### src/rtl/mac_accum.sv
`default_nettype none
// ============================================================================
// Module      : mac_accum
// Description : Registers the 8x8 multiplier's signed product, then sums each
//               frame into an ACC_W-bit accumulator with a valid/ready result.
//               Define MAC_SAT_EN to saturate on overflow instead of wrapping.
// Revision    : 1.0 - initial release
// ============================================================================
module mac_accum #(
  parameter int ACC_W   = 24,
  parameter int MAX_LEN = 255
) (
  input  logic             clk,
  input  logic             rst_n,
  input  logic             clr,
  input  logic             in_valid,
  output logic             in_ready,
  input  logic [15:0]      in_prod,
  input  logic             in_last,
  output logic             out_valid,
  input  logic             out_ready,
  output logic [ACC_W-1:0] out_acc,
  output logic [7:0]       out_cnt,
  output logic             out_ovf
);

  typedef enum logic [0:0] {ST_ACC = 1'b0, ST_DONE = 1'b1} state_t;

  localparam logic [ACC_W-1:0] C_SAT_POS = {1'b0, {(ACC_W-1){1'b1}}};
  localparam logic [ACC_W-1:0] C_SAT_NEG = {1'b1, {(ACC_W-1){1'b0}}};
  localparam logic [7:0]       C_MAX_LEN = 8'(MAX_LEN);

  state_t           state_q, state_d;
  logic [15:0]      p_q, p_d;
  logic             p_v_q, p_v_d;
  logic             p_last_q, p_last_d;
  logic [ACC_W-1:0] acc_q, acc_d;
  logic [7:0]       cnt_q, cnt_d;
  logic             ovf_q, ovf_d;
  logic             out_valid_q, out_valid_d;
  logic [ACC_W-1:0] out_acc_q, out_acc_d;
  logic [7:0]       out_cnt_q, out_cnt_d;
  logic             out_ovf_q, out_ovf_d;

  logic             w_in_fire;
  logic             w_consume;
  logic             w_add_ovf;
  logic             w_close;
  logic [ACC_W-1:0] w_addend;
  logic [ACC_W-1:0] w_raw_sum;
  logic [ACC_W-1:0] w_sum;
  logic [7:0]       w_cnt_inc;

  assign in_ready  = !p_v_q || (state_q == ST_ACC);
  assign w_in_fire = in_valid && in_ready;
  assign w_consume = p_v_q && (state_q == ST_ACC);

  assign w_addend  = {{(ACC_W-16){p_q[15]}}, p_q};
  assign w_raw_sum = acc_q + w_addend;
  // Same-sign addends producing an opposite-sign result is signed overflow.
  assign w_add_ovf = (acc_q[ACC_W-1] == p_q[15]) && (w_raw_sum[ACC_W-1] != acc_q[ACC_W-1]);
  assign w_cnt_inc = cnt_q + 8'd1;
  assign w_close   = p_last_q || (w_cnt_inc == C_MAX_LEN);

`ifdef MAC_SAT_EN
  assign w_sum = w_add_ovf ? (acc_q[ACC_W-1] ? C_SAT_NEG : C_SAT_POS) : w_raw_sum;
`else
  assign w_sum = w_raw_sum;
`endif

  always_comb begin
    p_d      = p_q;
    p_v_d    = p_v_q;
    p_last_d = p_last_q;
    if (w_consume) begin
      p_v_d = 1'b0;
    end
    if (w_in_fire) begin
      p_d      = in_prod;
      p_last_d = in_last;
      p_v_d    = 1'b1;
    end
    if (clr) begin
      p_v_d = 1'b0;
    end
  end

  always_comb begin
    state_d     = state_q;
    acc_d       = acc_q;
    cnt_d       = cnt_q;
    ovf_d       = ovf_q;
    out_valid_d = out_valid_q;
    out_acc_d   = out_acc_q;
    out_cnt_d   = out_cnt_q;
    out_ovf_d   = out_ovf_q;
    case (state_q)
      ST_ACC: begin
        if (p_v_q) begin
          acc_d = w_sum;
          cnt_d = w_cnt_inc;
          ovf_d = ovf_q | w_add_ovf;
          if (w_close) begin
            out_acc_d   = w_sum;
            out_cnt_d   = w_cnt_inc;
            out_ovf_d   = ovf_q | w_add_ovf;
            out_valid_d = 1'b1;
            state_d     = ST_DONE;
          end
        end
      end
      ST_DONE: begin
        if (out_valid_q && out_ready) begin
          acc_d       = '0;
          cnt_d       = '0;
          ovf_d       = 1'b0;
          out_valid_d = 1'b0;
          state_d     = ST_ACC;
        end
      end
      default: state_d = ST_ACC;
    endcase
    if (clr) begin
      acc_d       = '0;
      cnt_d       = '0;
      ovf_d       = 1'b0;
      out_valid_d = 1'b0;
      state_d     = ST_ACC;
    end
  end

  always_ff @(posedge clk or negedge rst_n) begin
    if (!rst_n) begin
      state_q     <= ST_ACC;
      p_q         <= '0;
      p_v_q       <= 1'b0;
      p_last_q    <= 1'b0;
      acc_q       <= '0;
      cnt_q       <= '0;
      ovf_q       <= 1'b0;
      out_valid_q <= 1'b0;
      out_acc_q   <= '0;
      out_cnt_q   <= '0;
      out_ovf_q   <= 1'b0;
    end else begin
      state_q     <= state_d;
      p_q         <= p_d;
      p_v_q       <= p_v_d;
      p_last_q    <= p_last_d;
      acc_q       <= acc_d;
      cnt_q       <= cnt_d;
      ovf_q       <= ovf_d;
      out_valid_q <= out_valid_d;
      out_acc_q   <= out_acc_d;
      out_cnt_q   <= out_cnt_d;
      out_ovf_q   <= out_ovf_d;
    end
  end

  assign out_valid = out_valid_q;
  assign out_acc   = out_acc_q;
  assign out_cnt   = out_cnt_q;
  assign out_ovf   = out_ovf_q;

endmodule
`default_nettype wire

### config.mk
export PLATFORM = sky130hd
export DESIGN_NAME = mac_accum
export DESIGN_NICKNAME = d
export VERILOG_FILES = /design/src/rtl/mac_accum.sv
export SDC_FILE = /design/constraint.sdc
export NUM_CORES = 1
export LEC_CHECK = 0
export BUFFER_PORTS_ARGS = -buffer_cell sky130_fd_sc_hd__clkbuf_2
export CAP_MARGIN = 20
export CORE_ASPECT_RATIO = 1.75
export CORE_MARGIN = 2
export CORE_UTILIZATION = 61
export CTS_BUF_LIST = sky130_fd_sc_hd__clkbuf_8
export DETAILED_ROUTE_END_ITERATION = 6
export GPL_TIMING_DRIVEN = 0
export PLACE_DENSITY = 0.91
export SLEW_MARGIN = 20
export SYNTH_ARGS = -nofsm -noshare
export SYNTH_HDL_FRONTEND = slang
export SYNTH_SLANG_ARGS = --single-unit
### constraint.sdc
create_clock -name clk -period 3.3 [get_ports clk]
set_clock_uncertainty 0.05 [all_clocks]
set_input_delay 0.33 -clock clk [delete_from_list [all_inputs] [get_ports clk]]
set_output_delay 0.33 -clock clk [all_outputs]
set_load 0.02 [all_outputs]
==> flow_metrics.env <==
export IMPL_seq_area_frac_synth_pct=45.1
export IMPL_wirelength_um=10900
export IMPL_hold_viol=0
export IMPL_netlist_area_mm2=0.00477
export IMPL_root_buffer="clkbuf_8"
export IMPL_clockBufferDepth=2
export IMPL_ios=57
export IMPL_clk_pin_slew_worst_paths_ns=0.09
export IMPL_post_place_ws_ns=0.594
export IMPL_antenna_found_initial=0
export IMPL_min_period_ns=2.71
export IMPL_grt_use_total_pct=26.9
export IMPL_synth_top_area_share_pct=45.1
export IMPL_crit_slowest_cell="fa_1"
export IMPL_ys_seq_elements=86
export IMPL_setup_slack_ns=0.588
export IMPL_portBuffers=56
export IMPL_grt_overflow=0
export IMPL_path_class="reg2reg"
export IMPL_timing_max_cap_violations=0
export IMPL_path_delay_family="compound AO/OA/AOI/OAI gates"
export IMPL_num_vias=3601
export IMPL_numCtsBuffers=9
export IMPL_cp_slowest_stage_delay_ns=0.42
export IMPL_fin_setup_tns_ns=0
export IMPL_cp_start_kind="register"
export IMPL_mappedNetlistNets=480
export IMPL_core_area_mm2=0.00757
export IMPL_crit_arrival_ns=2.93
export IMPL_synth_top_area_cell="dfrtp_1"
export IMPL_clkSinkCount=86
export IMPL_async_flop_share_pct=100
export IMPL_synthCells=432
export IMPL_drt_iter0_drc=253
export IMPL_worst_pin_slew_ns=0.639
export IMPL_endpoint_kind="register"
export IMPL_h_tree_depth=3
export IMPL_gp_congestion=0.951
export IMPL_drt_vias_per_instance=6.06
export IMPL_die_x_um=70.8
export IMPL_cp_required_ns=3.51
export IMPL_max_vdd_ir_drop_mv=0.440
export IMPL_remaining_drc_errors=0
export IMPL_synthFlopType="dfrtp_1"
export IMPL_grt_pass1_wl_um=18100
export IMPL_start_util_pct=63.0
export IMPL_status="finished, final reports clean"
export IMPL_max_slew_margin_pct=57.4
export IMPL_cellPowerDensity_mw_per_mm2=613
export IMPL_fmax_mhz=369
export IMPL_dieArea_mm2=0.00857
export IMPL_dpl_hpwl_um=8140
export IMPL_wire_per_inst_um=18.4
export IMPL_synth_edf_count=0
export IMPL_slew_viol_final=0
export IMPL_fin_area_mm2=0.00538
export IMPL_area_growth_synth_to_final_pct=12.9
export IMPL_firstDrtPassIters=4
export IMPL_placed_cell_area_mm2=0.00519
export IMPL_die_h_um=121
export IMPL_fin_total_pwr_uw=3300
export IMPL_avgSynthCellArea_um2=11.0
export IMPL_grt_max_degree=54
export IMPL_core_rowCount=42
export IMPL_antenna_cells=0
export IMPL_nets=549
export IMPL_yosysWarnings=0
export IMPL_path_cells="ha_1 > inv_1 > fa_1 > nor2b_2 > o2111ai_2 > nand3b_2 > a311oi_2 > o41ai_2 > xor2_1 > mux2_4"
export IMPL_final_setup_viol_count=0
export IMPL_crit_buf_inv=1
export IMPL_fillers=578
export IMPL_cts_tree="yes"
export IMPL_critPathMaxFanout=4
export IMPL_grt_setup_unrepaired="no"
export IMPL_clk_latency_ns=0.38
export IMPL_whs_ns=0.135
export IMPL_cts_setup_buffers=0
export IMPL_leakage_uw=0.00260
export IMPL_multi_input_area_mm2=0.00248
export IMPL_synth_area_leaders="dfrtp_1, ha_1, mux2_4"
export IMPL_synthDistinctLibCells=57
export IMPL_seq_area_mm2=0.00215
export IMPL_holdCritPathClass="in2reg"
export IMPL_period_share_pct=82.2
export IMPL_postRouteAntennaNets=0
export IMPL_grt_pass1_vias=3818
export IMPL_layout_drive_gt1_share_pct=27.9
final timing paths:
path                       cells past startpoint  startpoint  slack [ns]           to
setup / recovery                              10      p_q[0]        0.59  out_acc[20]
hold / removal                                 2  in_prod[6]        0.14       p_q[6]
setup reg to reg                              10      p_q[0]        0.59  out_acc[20]
hold reg to reg                                2  out_cnt[4]        0.44   out_cnt[4]
max in group asynchronous                      3       rst_n        2.14  out_acc[13]
min in group asynchronous                      2       rst_n        0.43       p_q[2]
kinds of logic after synthesis:
logic type | after synthesis | share of synthesized area (%)
AOI/OAI and AO/OA | 126 | 18.2
xor gates and xnor gates | 28 | 5.59
adders and majority gates | 26 | 6.98
buffers and inverters | 28 | 2.83
DFF | 86 | 45.1
muxes | 40 | 11.0
and+or+nand+nor | 98 | 10.3
worst reg2reg max path, delay by kind of cell (launching register included):
family / cells / cell delay [ns]
fa+ha+maj: 2 / 0.64
mux: 1 / 0.28
compound gates: 3 / 0.69
xor+xnor: 1 / 0.14
flops: 1 / 0.37
simple gates: 2 / 0.36
buf+inv: 1 / 0.08
state kept, by name, indices dropped and copies added (netlist names):
name,count
out_cnt,8
p_v_q,1
p_last_q,1
cnt_q,8
acc_q,24
out_valid,1
out_ovf,1
state_q,1
ovf_q,1
p_q,16
out_acc,24
through the flow:
step                      utilization, %  std cells
after global routing                71.1        594
final                               71.1        594
after CTS                           71.1        594
after global placement              68.2        576
after floorplan                        -        432
after detailed placement            68.6        577
per-layer routing:
metal | vias to the layer above | GRT usage [%] | part of all wire [%]
met5 | - | 0 | 0
li1 | 1702 | - | -
met1 | 1764 | 30.5 | 39
met2 | 106 | 48.6 | 55
met4 | 0 | 11.6 | 2.9
met3 | 29 | 4.98 | 3.9
cells in the mapped netlist, types with 6 or more instances:
cell type  count
a21oi_1       27
xor2_1         9
clkbuf_1      12
inv_1          7
dfrtp_1       86
buf_2          6
a21o_1         6
mux2_2        20
mux2_4        20
xnor2_1       17
a22o_1        21
o21ai_0       38
ha_1          25
nand2_1       43
nand3_1        9
nor2_1        16
area by class of cell:
class	instances	share of cell area (%)
multi-input cells	318	46.1
well taps	88	2.05
clock buffers	10	2.56
plain buffers	21	2.02
repair buffers	58	5.95
clock inverters	6	0.860
flip-flops and latches	86	40.0
inverters	7	0.488
cell usage in the layout (no fill, tap or decap), drive strengths merged, types with 4 or more instances in the layout:
| cell type | Yosys | final |
|---|---|---|
| xnor2 | 18 | 18 |
| a22o | 21 | 21 |
| xor2 | 9 | 9 |
| mux2 | 40 | 40 |
| nor2b | 5 | 5 |
| clkinv | 0 | 4 |
| dfrtp | 86 | 86 |
| o211ai | 4 | 4 |
| and2 | 4 | 4 |
| nand2 | 44 | 44 |
| o21ai | 41 | 41 |
| a31oi | 4 | 4 |
| a21oi | 29 | 29 |
| ha | 25 | 25 |
| nor2 | 18 | 18 |
| clkbuf | 12 | 78 |
| buf | 9 | 10 |
| nand3 | 10 | 10 |
| inv | 7 | 8 |
| a21o | 6 | 6 |
where the power goes:
group          internal, uW  switching (uW)  total [uW]  leakage [uW]
registers              1260             135        1400       0.00110
clock network           299             407         706     0.0000942
logic                   522             677        1200       0.00140
timing repair:
item / in CTS / in global routing
hold endpoints to repair: 33 / 0
gates resized for setup: 0 / 0
hold buffers: 1 / 0
Power figures use the tool's default switching activity.
